==> config.mk <==
export PLATFORM = sky130hd
export DESIGN_NAME = alu_result_display
export DESIGN_NICKNAME = d
export VERILOG_FILES = /design/src/rtl/alu_result_display.sv
export SDC_FILE = /design/constraint.sdc
export NUM_CORES = 1
export LEC_CHECK = 0
export ABC_AREA = 1
export CORE_ASPECT_RATIO = 0.5
export CORE_MARGIN = 2
export CORE_UTILIZATION = 50
export CTS_BUF_LIST = sky130_fd_sc_hd__clkbuf_16
export DETAILED_ROUTE_END_ITERATION = 10
export PLACE_DENSITY = 0.72
export SYNTH_ARGS = -nofsm -noshare
export SYNTH_HDL_FRONTEND = slang
export SYNTH_SLANG_ARGS = --single-unit
==> constraint.sdc <==
create_clock -name clk -period 6 [get_ports clk]
set_input_delay 0.6 -clock clk [delete_from_list [all_inputs] [get_ports clk]]
set_output_delay 0.6 -clock clk [all_outputs]
set_load 0.05 [all_outputs]
==> src/rtl/alu_result_display.sv <==
// Shows the core's 32-bit ALU result as 8 hex digits on a multiplexed, active-low 7-segment display.
// Latency: outputs are registered one cycle after the scan index; a new value appears at the next frame boundary.
// Backpressure: none; value_i is sampled every cycle unless hold_i freezes the shadow copy.
module alu_result_display #(
    parameter int WIDTH       = 32,
    parameter int REFRESH_DIV = 50000,
    parameter bit BLANK_LZ    = 1'b1
) (
    input  logic             clk,
    input  logic             rst,
    input  logic [WIDTH-1:0] value_i,
    input  logic             hold_i,
    output logic [6:0]       seg_o,
    output logic [7:0]       an_o,
    output logic             dp_o
);

    localparam int             CNT_W   = $clog2(REFRESH_DIV);
    localparam logic [CNT_W-1:0] CNT_MAX = CNT_W'(REFRESH_DIV - 1);

    logic [WIDTH-1:0] shadow;
    logic [WIDTH-1:0] disp;
    logic [CNT_W-1:0] cnt;
    logic [2:0]       idx;
    logic             wrap;
    logic             frame_end;

    logic [3:0]       cur_nib;
    logic [7:0]       upper_nz;
    logic             blank_cur;
    logic [6:0]       seg_nxt;
    logic [7:0]       an_nxt;
    logic             dp_nxt;

    function automatic logic [6:0] hex_to_seg(input logic [3:0] nib);
        logic [6:0] seg;
        case (nib)
            4'h0:    seg = 7'h40;
            4'h1:    seg = 7'h79;
            4'h2:    seg = 7'h24;
            4'h3:    seg = 7'h30;
            4'h4:    seg = 7'h19;
            4'h5:    seg = 7'h12;
            4'h6:    seg = 7'h02;
            4'h7:    seg = 7'h78;
            4'h8:    seg = 7'h00;
            4'h9:    seg = 7'h10;
            4'hA:    seg = 7'h08;
            4'hB:    seg = 7'h03;
            4'hC:    seg = 7'h46;
            4'hD:    seg = 7'h21;
            4'hE:    seg = 7'h06;
            default: seg = 7'h0E;
        endcase
        return seg;
    endfunction

    assign wrap      = (cnt == CNT_MAX);
    assign frame_end = wrap && (idx == 3'd7);

    // hold_i only gates the shadow; disp is always reloaded at frame end
    always_ff @(posedge clk or posedge rst) begin
        if (rst) begin
            shadow <= '0;
        end else if (!hold_i) begin
            shadow <= value_i;
        end
    end

    always_ff @(posedge clk or posedge rst) begin
        if (rst) begin
            cnt  <= '0;
            idx  <= 3'd0;
            disp <= '0;
        end else begin
            if (wrap) begin
                cnt <= '0;
                idx <= idx + 3'd1;
            end else begin
                cnt <= cnt + 1'b1;
            end
            if (frame_end) begin
                disp <= shadow;
            end
        end
    end

    // upper_nz[k]: any of nibbles k..7 nonzero
    for (genvar k = 0; k < 8; k++) begin : g_nz
        assign upper_nz[k] = |disp[WIDTH-1:4*k];
    end

    assign cur_nib   = disp[{idx, 2'b00} +: 4];
    assign blank_cur = BLANK_LZ && (idx != 3'd0) && !upper_nz[idx];

    always_comb begin
        seg_nxt = hex_to_seg(cur_nib);
        an_nxt  = ~(8'b1 << idx);
        dp_nxt  = 1'b1;
        if (blank_cur) begin
            seg_nxt = 7'h7F;
        end
        if ((idx == 3'd0) && hold_i) begin
            dp_nxt = 1'b0;
        end
    end

    always_ff @(posedge clk or posedge rst) begin
        if (rst) begin
            seg_o <= 7'h7F;
            an_o  <= 8'hFF;
            dp_o  <= 1'b1;
        end else begin
            seg_o <= seg_nxt;
            an_o  <= an_nxt;
            dp_o  <= dp_nxt;
        end
    end

endmodule

==> results of run 1 <==
[cell type report]
type                            count  area (µm²)
Fill cell                         796        3779
Sequential cell                    99        2497
Multi-Input combinational cell    335        1877
Timing Repair Buffer               52       515.5
Inverter                           68       256.5
Clock buffer                        9       225.2
Tap cell                          121       151.4
Clock inverter                      7       51.30
[power by group through the flow]
stage / Sequential (µW) / Combinational [µW] / Clock (µW)
after floorplan: 711 / 35.8 / 0
after global placement: 713 / 65.9 / 0
after detailed placement: 713 / 67.4 / 0
after CTS: 701 / 67.6 / 552
after global routing: 703 / 72.5 / 582
final: 701 / 65.3 / 533
[cells in the final DEF, fill, tap and decap left out, drive strengths merged]
cell type      netlist  final
clkdlybuf4s50        0     50
o21a                 1      1
nor3b                2      2
clkbuf               2      9
inv                 67     68
clkinvlp             0      1
o21ai               40     40
nand4                8      8
ha                  13     13
nand2              148    148
nor4                 2      2
nor2                21     21
clkinv               1      6
mux2                32     32
dfrtp               83     83
nor3                 8      8
xor2                 7      7
a21oi                4      4
nand3               45     45
buf                 16      2
o211ai               4      4
dfstp               16     16
[cell families (layout without fill, tap and decap cells)]
logic type | Yosys count | in the layout
xor+xnor | 7 | 7
flops | 99 | 99
buf+inv | 86 | 136
simple gates | 234 | 234
fa+ha+maj | 13 | 13
mux | 32 | 32
compound gates | 49 | 49
[layer usage]
| layer | vias up | track usage | share of wire |
|---|---|---|---|
| met5 | - | 0 | 0 |
| met2 | 68 | 0.2941 | 0.46 |
| met4 | 0 | 0.05778 | 0.0063 |
| met1 | 1670 | 0.2766 | 0.50 |
| li1 | 1755 | - | - |
| met3 | 6 | 0.05381 | 0.039 |
[worst max-delay path by stage]
stage / start / end / cells past startpoint
after floorplan: rst / cnt[0] / 1
after global placement: idx[0] / seg_o[0] / 12
after detailed placement: idx[0] / seg_o[0] / 12
after CTS: idx[0] / seg_o[0] / 12
after global routing: idx[0] / seg_o[0] / 12
final: idx[0] / seg_o[0] / 12
[state kept, by name (all words and copies together) (netlist names)]
name / cells
an_o: 8
cnt: 16
disp: 32
dp_o: 1
idx: 3
seg_o: 7
shadow: 32
[through the flow]
stage | cells | cell area (µm²) | hold WS (ns) | utilization | total power, µW
5_1_grt | 691 | 5574 | 0.4976 | 0.5960 | 1358
4_1_cts | 691 | 5574 | 0.4736 | 0.5960 | 1321
6_report | 691 | 5574 | 0.4685 | 0.5960 | 1299
2_1_floorplan | 520 | 4762 | 0.4331 | - | 746.7
3_5_place_dp | 675 | 5298 | 0.4604 | 0.5664 | 780.8
3_3_place_gp | 675 | 5298 | 0.4493 | 0.5664 | 778.7
==> results by group, run 1 <==
Layout
  • Nets: 613
  • Share of layout cells above drive strength 1: 0.1386
  • Ant. Diodes: 0
  • Area Growth Syn to Fin: 17.05%

STA
  • Worst slew pin tran: 1.059 ns
  • Clock skew: 0.008483 ns
  • Final min period: 2.611 ns
  • Max_slew headroom: 0.2934
  • Final worst path period share: 0.4352
  • Unrepaired setup endpoints after global routing: no
  • Hold Fails Final Rpt: 0
  • Final setup violation count: 0
  • Final worst setup slack: 3.389 ns
  • Slew Limit Fails: 0
  • Achievable Freq: 0.3829 GHz
  • Final TNS setup: 0 ns

Power
  • Pint: 1013 µW
  • Net Sw Frac: 0.2208
  • Sequential Power Share: 0.540
  • Peak supply drop: 0.1274 mV
  • Combinational Power Share: 0.050
  • P_leak: 0.002687 µW
  • Psw: 286.8 µW
  • Clock power share: 0.410
  • Power per Cell Area: 233.1 nW/µm²

Yosys
  • Top cell type by total area after synthesis: dfrtp_1
  • Mux cell area share after synthesis: 0.07567
  • Flops & latches, synth: 99
  • Synth Area in Compound Gates: 0.06122
  • Sequential area share after synthesis: 0.5244
  • Synth Instances: 520
  • Area of the mapped netlist: 4762 µm²
  • Post-Synth XOR/XNOR Area: 0.01287
  • Netlist cell types: 27
  • Post-Syn Area per Cell: 9.158 µm²
  • Post-synth EDFFs: 0
  • Largest family of logic cells by synthesized area: simple AND/OR/NAND/NOR gates
  • FFs w/ async S/R, synth: 1.000
  • Area fraction of the dominant cell type after synthesis: 0.4362
  • Top cells by instance count after synthesis: 147 x nand2_1, 83 x dfrtp_1, 66 x inv_1, 45 x nand3_1, 32 x mux2_2
  • Mapped Nets: 568
  • Synth area leaders: dfrtp_1 44%, nand2_1 12%, dfstp_2 8.8%, mux2_2 7.6%, inv_1 5.2%
  • Simple-Gate Fraction of Synth Area: 0.2102
  • Dominant cell by count in the synthesized netlist: nand2_1
  • Main synth FF type: dfrtp_1
  • Post-Synth Adder-Cell Area: 0.03416
  • Yosys warns: 0

Clocking
  • Clock root cell: clkbuf_16
  • Clk pin slew, worst setup/hold paths: 0.07 ns
  • PostCTS Resize Cnt: 0
  • CTS tree: done
  • Clock buffer count from CTS: 9
  • CTS Buffer Depth: 2
  • Setup bufs post-CTS: 0
  • H-tree depth: 3
  • Later-pin clock latency in the skew report: 0.34 ns
  • Clock tree sinks: 99
  • Hold buffers post-CTS: 0

Drt
  • ANT nets after route: 0
  • DRC Markers: 0
  • Post-DR wirelength/cell: 13.38 µm
  • Initial DRC Count: 301
  • Vias/cell: 5.064
  • DRT Pass-1 Iters: 5
  • Total Wirelength: 9247 µm
  • Routed via count: 3499

GRT
  • Initial antenna violation count: 0
  • Vias in the first global route: 3318
  • Total track usage: 0.1945
  • Grt total ovfl: 0
  • First-pass GRT wire length: 15660 µm
  • Largest net degree at the start of global routing: 65

Worst setup path
  • R2R Path Start: idx[0]
  • Critical path cell sequence: inv_1 > nand2_1 > nand3_1 > nand2_1 > nand2_1 > nand2_1 > inv_1 > ha_1 > inv_1 > nand2_1 > nand3_1 > nand3_1
  • Most used cell along the critical path: nand2_1
  • Worst setup EP type: register
  • Crit-path max FO: 24
  • Worst R2R Setup Slack: 3.39 ns
  • Reg2reg end: seg_o[0]
  • Critical path arrival: 2.86 ns
  • CP max stage cell: dfrtp_1
  • Critical path class: register to register
  • WP buf/inv: 3
  • WP data required: 6.25 ns
  • Top delay family on crit path: simple AND/OR/NAND/NOR gates
  • FF-to-FF path depth: 12
  • Critical path startpoint category: register
  • Worst path max stage delay: 0.80 ns

Status
  • Status: finished, final reports clean

Worst hold path
  • Hold Crit Start: cnt[0]
  • Hold depth: 1
  • Worst Hold End: cnt[0]
  • Worst min path class: register to register

Floorplanning
  • Cell Rows: 25
  • Die area: 10370 µm²
  • Initial Utilization: 0.5092
  • I/O pin count: 51
  • Die W: 142.0 µm
  • Die Ht: 73.01 µm
  • Area of the core: 9353 µm²

Placed design
  • Buffers on Ports: 50
  • Pre-CTS setup slack: 3.476 ns
  • Detailed placement HPWL: 6635 µm
  • GPL Wtd Cong: 0.9016

Run
  • Max-cap violation count: 0
Note: power is estimated with default switching activity, not from simulation.
==> run 2, diff against run 1 <==
--- a/config.mk
+++ b/config.mk
@@ -11,7 +11,7 @@
 export CORE_UTILIZATION = 50
 export CTS_BUF_LIST = sky130_fd_sc_hd__clkbuf_16
 export DETAILED_ROUTE_END_ITERATION = 10
-export PLACE_DENSITY = 0.72
+export PLACE_DENSITY = 0.75
 export SYNTH_ARGS = -nofsm -noshare
 export SYNTH_HDL_FRONTEND = slang
 export SYNTH_SLANG_ARGS = --single-unit
==> constraint.sdc (replaced) <==
create_clock -name clk -period 2.4 [get_ports clk]
set_input_delay 0.24 -clock clk [delete_from_list [all_inputs] [get_ports clk]]
set_output_delay 0.24 -clock clk [all_outputs]
set_load 0.05 [all_outputs]
==> results by group, run 2 (synthesized netlist as in run 1, its figures left out) <==
Power
  • Psw: 693.3 µW
  • Power per Cell Area: 568.7 nW/µm²
  • P_leak: 0.002737 µW
  • Net Sw Frac: 0.2159
  • Combinational Power Share: 0.053
  • Sequential Power Share: 0.546
  • Clock power share: 0.401
  • Pint: 2517 µW
  • Peak supply drop: 0.3594 mV

Drt
  • Total Wirelength: 9289 µm
  • DRT Pass-1 Iters: 5
  • Initial DRC Count: 229
  • DRC Markers: 0
  • ANT nets after route: 0
  • Vias/cell: 5.064
  • Post-DR wirelength/cell: 13.29 µm
  • Routed via count: 3540

STA
  • Clock skew: 0.009704 ns
  • Unrepaired setup endpoints after global routing: no
  • Final TNS setup: 0 ns
  • Final min period: 1.961 ns
  • Final worst path period share: 0.8171
  • Worst slew pin tran: 0.6375 ns
  • Final setup violation count: 0
  • Achievable Freq: 0.5100 GHz
  • Hold Fails Final Rpt: 0
  • Max_slew headroom: 0.5741
  • Slew Limit Fails: 0
  • Final worst setup slack: 0.4391 ns

Clocking
  • Later-pin clock latency in the skew report: 0.35 ns
  • H-tree depth: 3
  • Clock tree sinks: 99
  • Clk pin slew, worst setup/hold paths: 0.06 ns
  • PostCTS Resize Cnt: 0
  • CTS Buffer Depth: 2
  • CTS tree: done
  • Hold buffers post-CTS: 0
  • Clock root cell: clkbuf_16
  • Clock buffer count from CTS: 9
  • Setup bufs post-CTS: 0

Placed design
  • Buffers on Ports: 50
  • Detailed placement HPWL: 6874 µm
  • GPL Wtd Cong: 0.9216
  • Pre-CTS setup slack: 0.4537 ns

Layout
  • Most frequent cells in the layout: 147 x nand2_1, 83 x dfrtp_1, 67 x inv_1
  • Most common cell after layout, fill and taps aside: nand2_1
  • Biggest regs: disp x32, shadow x32, cnt x16
  • Area Growth Syn to Fin: 18.55%
  • Nets: 621
  • Ant. Diodes: 0
  • Share of layout cells above drive strength 1: 0.1471

Floorplanning
  • Initial Utilization: 0.5092
  • Die area: 10370 µm²
  • Die W: 142.0 µm
  • I/O pin count: 51
  • Cell Rows: 25
  • Area of the core: 9353 µm²
  • Die Ht: 73.01 µm

GRT
  • Grt total ovfl: 0
  • Largest net degree at the start of global routing: 40
  • First-pass GRT wire length: 15480 µm
  • Total track usage: 0.1928
  • Initial antenna violation count: 0
  • Vias in the first global route: 3248

Run
  • Max-cap violation count: 0

Worst setup path
  • Critical path startpoint category: register
  • Critical path arrival: 2.22 ns
  • FF-to-FF path depth: 11
  • Worst setup EP type: register
  • Crit-path max FO: 13
  • Critical path class: register to register
  • WP data required: 2.65 ns

Worst hold path
  • Worst min path class: primary input to async pin

Status
  • Status: finished, final reports clean
run 2: cell count changes in the layout (fill, tap and decap cells not counted), sizes merged:
| cell | previous run | this run |
|---|---|---|
| buf | 2 | 10 |
| inv | 68 | 69 |
| clkinv | 6 | 5 |
run 2: cell type report:
type / count / area (µm²)
clock buffer: 9 / 225.2
sequential: 99 / 2497
tap: 121 / 151.4
fill: 804 / 3707
multi-input combinational: 335 / 1877
clock inverter: 7 / 35.03
timing repair buffer: 60 / 600.6
inverter: 68 / 259.0
run 2: critical path: stages (launching register included):
cell and delay [ns]:
dfrtp_1 0.38, inv_1 0.34, nand3_1 0.16, nand2_1 0.09, nand2_1 0.05, nand2_1 0.17, inv_1 0.11, ha_1 0.22
inv_1 0.09, nand2_1 0.08, nand3_1 0.09, nand3_1 0.08
run 2: power groups by stage:
stage	Sequential, µW	Clock [µW]	Combinational [µW]
CTS	1750	1320	175
global route	1760	1390	188
detailed placement	1780	0	174
global placement	1780	0	170
finish	1750	1290	170
floorplan	1780	0	90.0
run 2: per-layer routing:
layer  GRT usage  vias to the layer above  routed length (µm)
met2      0.2899                       86                4122
li1            -                     1762                   -
met5           0                        -                   0
met4     0.06889                        0                 143
met1      0.2739                     1679                4580
met3     0.04921                       13                 442
run 2: worst paths after layout:
kind,startpoint,to,slack [ns]
worst max-delay path,idx[1],seg_o[3],0.44
worst min-delay path,rst,shadow[16],0.32
worst max register to register,idx[1],seg_o[3],0.44
worst min register to register,cnt[0],cnt[0],0.46
max in group asynchronous,rst,an_o[7],1.38
min in group clk,cnt[0],cnt[0],0.46
run 2: stage by stage:
stage	util	power [µW]	instances	hold slack [ns]	cell area (µm²)
5_1_grt	0.6036	3336	699	0.3736	5645
3_3_place_gp	0.5758	1953	683	0.4444	5385
4_1_cts	0.6036	3245	699	0.3372	5645
6_report	0.6036	3211	699	0.3225	5645
2_1_floorplan	-	1867	520	0.3906	4766
3_5_place_dp	0.5758	1958	683	0.4576	5385
==> variant: new RTL, config.mk and constraints of run 2 <==
`BLANK_LZ`: 1'b1 -> 1'b0.
--- a/src/rtl/alu_result_display.sv
+++ b/src/rtl/alu_result_display.sv
@@ -4,7 +4,7 @@
 module alu_result_display #(
     parameter int WIDTH       = 32,
     parameter int REFRESH_DIV = 50000,
-    parameter bit BLANK_LZ    = 1'b1
+    parameter bit BLANK_LZ    = 1'b0
 ) (
     input  logic             clk,
     input  logic             rst,
Check against the original RTL: no difference found for any inputs over 10 cycles, from zero or initial values and one cycle with rst high; that may be too few to reach the edited logic, so the function may still have changed.
==> variant against run 2 <==
Clock skew increased by 0.0022 ns. Setup slack worse by 0.13 ns. Wire length fell by 7.2%. Power grew 6.0%. Critical endpoint is now seg_o[2]. Count of clock-buffer cells in the layout unchanged. First-iteration DRC count decreased by 13%. Global-route usage decreased by 0.076 points. Sequential cell count unchanged. Core utilization is 2.5 points higher. Largest cell class unchanged. Cell area is 1.1% lower. Area after synthesis down 2.1%. Sequential share of layout area rose by 0.48 points.
==> variant: results (changes against run 2) <==
INFO  metric total_leakage_power = 2.763 nW (+0.94%)
INFO  metric via_per_inst = 4.868 (-3.9%)
INFO  metric post_synth_inst_count = 523 (+0.58%)
INFO  metric cpLargestDelayFamily = flip-flops
INFO  metric yosys-top-cells-count = sky130_fd_sc_hd__nand2_1 (131), sky130_fd_sc_hd__dfrtp_1 (83), sky130_fd_sc_hd__inv_1 (70)
INFO  metric place_hpwl = 6251 µm (-9.1%)
INFO  metric post_drt_wl_per_cell = 12.39 µm (-6.8%)
INFO  metric final_nets = 622 (+0.16%)
INFO  metric synth_cell_types = 31 (+15%)
INFO  metric gp_weighted_congestion = 0.8917 (-3.2%)
INFO  metric filler_cell_count = 759 (-5.6%)
INFO  metric syn-num-nets = 571 (+0.53%)
INFO  metric critical-path-max-stage-delay = 0.67 ns (+0.29 ns)
INFO  metric post_layout_nonfiller_instances = 696 (-0.43%)
INFO  metric dp_cells = 680 (-0.44%)
INFO  metric worstPathArrival = 2.34 ns (+0.12 ns)
INFO  metric grt_pass1_vias = 3220 (-0.86%)
INFO  metric pre_cts_ws = 0.3449 ns (-0.1088 ns)
INFO  metric status = complete, no violations
INFO  metric fin_crit_sh = 87.29% (+5.6 points)
INFO  metric detailed_place.area = 0.005278 mm² (-2.0%)
INFO  metric cp_max_fo = 19 (+6)
INFO  metric skew = 0.01188 ns (+0.002175 ns)
INFO  metric max-slew-margin-rel = 60.96% (+3.6 points)
INFO  metric firstDrtPassIters = 4 (-1)
[variant: logic make-up (layout without fill, tap and decap cells)]
kind of cell / after synthesis / count (layout) / synth area share (%)
buf+inv: 94 / 150 / 9.101
xor+xnor: 6 / 6 / 1.128
flops: 99 / 99 / 53.58
simple gates: 243 / 243 / 22.20
compound gates: 59 / 59 / 8.322
fa+ha+maj: 13 / 13 / 3.490
mux: 9 / 9 / 2.175
[variant: worst register-to-register path, cell delays in order (launching register included)]
cell and delay [ns]:
sky130_fd_sc_hd__dfrtp_1 0.67, sky130_fd_sc_hd__inv_4 0.19, sky130_fd_sc_hd__nand2_1 0.10, sky130_fd_sc_hd__nand3_1 0.09, sky130_fd_sc_hd__nand3_1 0.11, sky130_fd_sc_hd__nand2_1 0.15, sky130_fd_sc_hd__ha_1 0.28, sky130_fd_sc_hd__inv_1 0.08
sky130_fd_sc_hd__nand3_1 0.09, sky130_fd_sc_hd__o21ai_0 0.23
[variant: through the flow]
step	hold slack [ns]	util, %
floorplan	0.3906	-
global placement	0.4463	59.38
detailed placement	0.4544	59.38
CTS	0.2797	62.84
global route	0.3326	62.84
finish	0.2743	62.84
[variant: worst paths after layout]
| kind | start | cells past startpoint | slack (ns) | endpoint |
|---|---|---|---|---|
| hold / removal | hold_i | 2 | 0.27 | dp_o |
| hold reg to reg | cnt[0] | 1 | 0.47 | cnt[0] |
| setup reg to reg | idx[0] | 9 | 0.31 | seg_o[2] |
| min in group asynchronous | rst | 2 | 0.30 | disp[9] |
| setup / recovery | idx[0] | 9 | 0.31 | seg_o[2] |
| max in group asynchronous | rst | 3 | 1.43 | an_o[7] |
[variant: layout make-up]
type                    count  area, µm²  area share, %
inverters                  75      294.0          5.264
clock buffers               9      225.2          4.032
multi-input cells         330       1739          31.14
well taps                 117      146.4          2.621
flip-flops and latches     99       2497          44.71
clock inverters             7      82.58          1.478
repair buffers             59      600.6          10.75
[variant: power breakdown]
group	leakage (nW)	switching, W	internal (W)
clock network	0.145	0.000652	0.000824
logic	1.39	0.000100	0.0000904
registers	1.23	0.0000159	0.00172
[variant: per-layer routing]
| layer | wire length [µm] | track usage, % | up-vias |
|---|---|---|---|
| met5 | 0 | 0 | - |
| li1 | - | - | 1746 |
| met1 | 4445 | 27.95 | 1585 |
| met3 | 327 | 4.752 | 7 |
| met2 | 3765 | 29.14 | 50 |
| met4 | 85 | 5.333 | 0 |
